File: src/rtl/sseg_mux_decoder.sv
// Receive side of a scanned 4-digit 7-segment bus: synchronises an/sseg, waits for a stable
// window, then decodes the lit digit back to a hex nibble plus decimal point.
module sseg_mux_decoder #(
  parameter int SYNC_STAGES   = 2,
  parameter int STABLE_CYCLES = 16,
  parameter int CNT_W         = 5
) (
  input  logic       clk,
  input  logic       reset,
  input  logic [3:0] an,
  input  logic [7:0] sseg,
  output logic [3:0] hex3,
  output logic [3:0] hex2,
  output logic [3:0] hex1,
  output logic [3:0] hex0,
  output logic [3:0] dp_out,
  output logic [3:0] valid,
  output logic       upd_tick,
  output logic       err_tick
);

  localparam logic [CNT_W-1:0] CNT_MAX = CNT_W'(STABLE_CYCLES - 1);
  localparam logic [CNT_W-1:0] CNT_CAP = CNT_W'(STABLE_CYCLES - 2);

  logic [SYNC_STAGES-1:0][11:0] sync_q, sync_d;
  logic [11:0]                  w, w_d_q, w_d_d;
  logic [CNT_W-1:0]             cnt_q, cnt_d;
  logic [3:0][3:0]              hex_q, hex_d;
  logic [3:0]                   dp_q, dp_d;
  logic [3:0]                   valid_q, valid_d;
  logic                         upd_q, upd_d;
  logic                         err_q, err_d;

  logic       capture;
  logic       seg_ok;
  logic [3:0] nib;
  logic       sel_vld;
  logic [1:0] sel;

  assign w = sync_q[SYNC_STAGES-1];

  always_comb begin
    sync_d[0] = {an, sseg};
    for (int i = 1; i < SYNC_STAGES; i++) begin
      sync_d[i] = sync_q[i-1];
    end
    w_d_d = w;

    // Counter saturates so a constant word captures exactly once.
    if (w != w_d_q) begin
      cnt_d = '0;
    end else if (cnt_q != CNT_MAX) begin
      cnt_d = cnt_q + CNT_W'(1);
    end else begin
      cnt_d = cnt_q;
    end
    capture = (w == w_d_q) && (cnt_q == CNT_CAP);

    seg_ok = 1'b1;
    nib    = 4'h0;
    case (w[6:0])
      7'b0000001: nib = 4'h0;
      7'b1001111: nib = 4'h1;
      7'b0010010: nib = 4'h2;
      7'b0000110: nib = 4'h3;
      7'b1001100: nib = 4'h4;
      7'b0100100: nib = 4'h5;
      7'b0100000: nib = 4'h6;
      7'b0001111: nib = 4'h7;
      7'b0000000: nib = 4'h8;
      7'b0000100: nib = 4'h9;
      7'b0001000: nib = 4'hA;
      7'b1100000: nib = 4'hB;
      7'b0110001: nib = 4'hC;
      7'b1000010: nib = 4'hD;
      7'b0110000: nib = 4'hE;
      7'b0111000: nib = 4'hF;
      default:    seg_ok = 1'b0;
    endcase

    // Blank or multi-digit anode words are scan gaps, not digits.
    sel_vld = 1'b1;
    sel     = 2'd0;
    case (w[11:8])
      4'b1110: sel = 2'd0;
      4'b1101: sel = 2'd1;
      4'b1011: sel = 2'd2;
      4'b0111: sel = 2'd3;
      default: sel_vld = 1'b0;
    endcase

    hex_d   = hex_q;
    dp_d    = dp_q;
    valid_d = valid_q;
    upd_d   = 1'b0;
    err_d   = 1'b0;
    if (capture && sel_vld) begin
      if (seg_ok) begin
        hex_d[sel]   = nib;
        dp_d[sel]    = ~w[7];
        valid_d[sel] = 1'b1;
        upd_d        = 1'b1;
      end else begin
        valid_d[sel] = 1'b0;
        err_d        = 1'b1;
      end
    end
  end

  always_ff @(posedge clk or posedge reset) begin
    if (reset) begin
      sync_q  <= '1;
      w_d_q   <= '1;
      cnt_q   <= '0;
      hex_q   <= '0;
      dp_q    <= '0;
      valid_q <= '0;
      upd_q   <= 1'b0;
      err_q   <= 1'b0;
    end else begin
      sync_q  <= sync_d;
      w_d_q   <= w_d_d;
      cnt_q   <= cnt_d;
      hex_q   <= hex_d;
      dp_q    <= dp_d;
      valid_q <= valid_d;
      upd_q   <= upd_d;
      err_q   <= err_d;
    end
  end

  assign hex3     = hex_q[3];
  assign hex2     = hex_q[2];
  assign hex1     = hex_q[1];
  assign hex0     = hex_q[0];
  assign dp_out   = dp_q;
  assign valid    = valid_q;
  assign upd_tick = upd_q;
  assign err_tick = err_q;

endmodule

File: config.mk
export PLATFORM = sky130hd
export DESIGN_NAME = sseg_mux_decoder
export DESIGN_NICKNAME = d
export VERILOG_FILES = /design/src/rtl/sseg_mux_decoder.sv
export SDC_FILE = /design/constraint.sdc
export NUM_CORES = 1
export LEC_CHECK = 0
export BUFFER_PORTS_ARGS = -buffer_cell sky130_fd_sc_hd__buf_4
export CORE_MARGIN = 2
export CORE_UTILIZATION = 51
export CTS_BUF_LIST = sky130_fd_sc_hd__clkbuf_16
export DETAILED_ROUTE_END_ITERATION = 10
export PLACE_DENSITY_LB_ADDON = 0.12
export SLEW_MARGIN = 20
export SYNTH_ARGS = -nofsm -noshare
export SYNTH_HDL_FRONTEND = slang
export SYNTH_SLANG_ARGS = --single-unit
File: constraint.sdc
create_clock -name clk -period 2.6 [get_ports clk]
set_input_delay 0.26 -clock clk [delete_from_list [all_inputs] [get_ports clk]]
set_output_delay 0.26 -clock clk [all_outputs]
set_load 0.05 [all_outputs]
==> metrics.md <==
| Metric | Value |
|---|---|
| Vias per std cell | `5.20` |
| ANT nets after route | `0` |
| Library cells used by synthesis | `48` |
| Later-pin clock latency in the skew report | `320 ps` |
| Synth-to-Final Area Change | `29.2%` |
| Worst hold stages | `1` |
| Final hold slack | `~42 ps` |
| Count of cells along the worst register-to-register path | `7` |
| H-tree Lvls | `3` |
| Top-count cell post-synth | `dfstp_2` |
| Relative slew margins | `0.644` |
| CTS Sinks | `between 60 and 70` |
| Final setup vio count | `0` |
| Mapped Cells | `about 230` |
| DIE AREA | `0.00629 mm²` |
| Height of the die | `79.3 µm` |
| Congestion Overflow GR | `0` |
| Final HPWL DP | `3.79 mm` |
| P per Cell Area | `648 mW/mm²` |
| Logic pwr share | `0.057` |
| Fraction of registers with async set/reset | `1.00` |
| Area occupied by registers | `0.00172 mm²` |
| WL/cell | `14.4 µm` |
| CTS Buf Count | `9` |
| Drt pass-1 iters | `4` |
| Net count after synthesis | `250` |
| Core footprint | `0.00551 mm²` |
| Clock slew at reported path FFs | `approximately 60 ps` |
| Worst slew pin tran | `approximately 530 ps` |
| EDFF count, synth | `0` |
| Largest net degree at the start of global routing | `30` |
| Worst setup SP type | `register` |
| Fmax | `395 MHz` |
| I/O pin count | `40` |
| Crit end category | `register` |
| Post-Syn Area | `0.00289 mm²` |
| Sequential share of power | `0.464` |
| First-pass GRT wire length | `9.15 mm` |
| Gp weighted congestion | `0.783` |
| Hold WC Path Type | `input pin to register` |
| Initial antenna violation count | `0` |
| Residual DRC | `0` |
| Switching share of total power | `0.216` |
| Vias in the first global route | `1946` |
| Fillers | `~430` |
| R2r startpoint | `w[5]` |
| Layout cell share with drive strength beyond 1 | `0.432` |
| Row cnt | `27` |
| Clock Path Buffers | `2` |
| CTS tree | `done` |
| Layout Skew | `5.15 ps` |
| GRT Total Usage | `0.193` |
| Starting Density | `0.525` |
| Min-delay src | `an[0]` |
| Main synth FF type | `dfstp_2` |
| Max Cap Viol | `0` |
| Setup CP Type | `register to register` |
| Worst Slack Setup Final | `65.4 ps` |
| Sequential fraction of the synthesis area | `0.595` |
| FF+latch count, synth | `67` |
| Number of synthesis warnings | `0` |
| Leakage power | `around 1.7 nW` |
| Final instance area | `0.00374 mm²` |
| Status | `completed` |
| Placed cell area | `between 0.003 and 0.004 mm²` |
| Max VDD drop | `0.491 mV` |
| Clk pwr share | `0.479` |
| Initial drt markers | `105` |
| Total net switching power | `0.524 mW` |
| Antenna fix cells | `0` |
| Top cells by count, synth | `dfstp_2, dfrtp_1, nand2_1` |
| Internal | `roughly 1.9 mW` |
| Final Cycle Share | `0.975` |
| Post-synth top area cell | `dfstp_2` |
| Synth top area share | `0.327` |
| Post-layout nets | `315` |
| Routed via count | `1950` |
| R2R setup slack | `70 ps` |
| Routed wire length | `5.38 mm` |
| Hold EP | `sync_d[20]` |
| Arr. time, crit path | `2740 ps` |
| Area of the multi-input gates | `0.00108 mm²` |
| Synth area leaders | `dfstp_2, dfrtp_1, xnor2_1` |
| Reg-to-Reg End | `hex1[2]` |
| Dpl ws | `~6.4 ps` |
| Synth Area per Inst | `12.4 µm²` |
| Root Driver | `clkbuf_16` |
| IO Port Bufs | `39` |
| Worst Path Required | `about 2800 ps` |
| Crit-path max FO | `5` |
| Die width | `79.3 µm` |
| Final hold viol count | `0` |
| Post-layout min period | `2530 ps` |
| Fin. max-slew vios | `0` |
-- how the worst max path moves through the flow --
stage                     slack [ps]  endpoint  startpoint
final                             70   hex1[2]        w[5]
after global placement            -2   hex0[0]        w[5]
after CTS                         30   hex1[0]        w[5]
after floorplan                    3   hex0[1]       w[10]
after global routing             -20   hex1[2]        w[5]
after detailed placement           6   hex0[2]        w[4]
-- metrics by stage --
step            util  TNS (ps)  total power, mW  cells
2_1_floorplan      -         0             1.22    233
3_5_place_dp   0.611         0             1.27    351
6_report       0.679         0             2.42    375
5_1_grt        0.679     -27.9             2.53    375
3_3_place_gp   0.611     -5.32             1.27    351
4_1_cts        0.669         0             2.45    370
-- logic make-up (layout without fill, tap and decap cells) --
family / count (synthesis) / after routing / synth area share
AO/OA/AOI/OAI: 34 / 34 / 0.109
XOR/XNOR: 16 / 16 / 0.0484
AND/OR/NAND/NOR: 71 / 71 / 0.132
flip-flops: 67 / 67 / 0.595
buffers and inverters: 25 / 95 / 0.0381
adder cells (fa/ha/maj): 3 / 3 / 0.0130
multiplexers: 17 / 17 / 0.0644
-- sequential cells by signal, indices dropped and copies added, names as in the netlist, 5 cells and up, named ones only --
register	cells
cnt_q	5
w	12
sync_d	12
w_d_q	12
-- cell usage in the layout, fill, tap and decap left out, drive strengths merged, types with 3 or more instances in the layout --
master	n
xnor2	14
buf	67
nor2	15
ha	3
nand4	4
inv	13
nor3	8
o21ai	3
o22a	3
mux2i	4
nand2	17
clkbuf	9
a21oi	7
dfstp	36
a21o	4
or4	4
nand3	3
a2111oi	5
clkinv	4
mux2	13
nand4b	4
nand2b	3
dfrtp	31
-- cell type report --
cell class,instances,share of cell area
multi-input cells,141,0.289
repair buffers,68,0.137
inverters,11,0.0110
clock buffers,9,0.0603
clock inverters,7,0.0177
well taps,72,0.0241
flip-flops and latches,67,0.461
-- power groups by stage --
stage	clock, mW	sequential (mW)	combinational, mW
CTS	1.19	1.13	0.133
floorplan	0	1.12	0.0963
detailed placement	0	1.14	0.130
finish	1.16	1.12	0.138
global placement	0	1.14	0.130
global route	1.24	1.13	0.155
-- per-layer routing --
metal,share of wire,GRT usage,up-vias
li1,-,-,952
met5,0,0,-
met2,0.49,0.296,45
met4,0.016,0.0931,0
met3,0.039,0.0557,9
met1,0.46,0.251,944
-- worst max-delay path, stage by stage, from the launching register on --
cell and delay (ps):
dfstp_2 570, or3b_1 370, a2111oi_2 310, a31oi_1 110
and3_4 210, a2111oi_4 330, buf_4 200, mux2_1 320
-- timing repair --
action / CTS / global route
pin swaps: 4 / 1
endpoints found under the hold margin: 4 / 0
setup endpoints to repair: 11 / 14
resized for setup: 1 / 4
hold buffers: 1 / 0
buffers inserted: 2 / 5
Note: power is estimated with default switching activity, not from simulation.
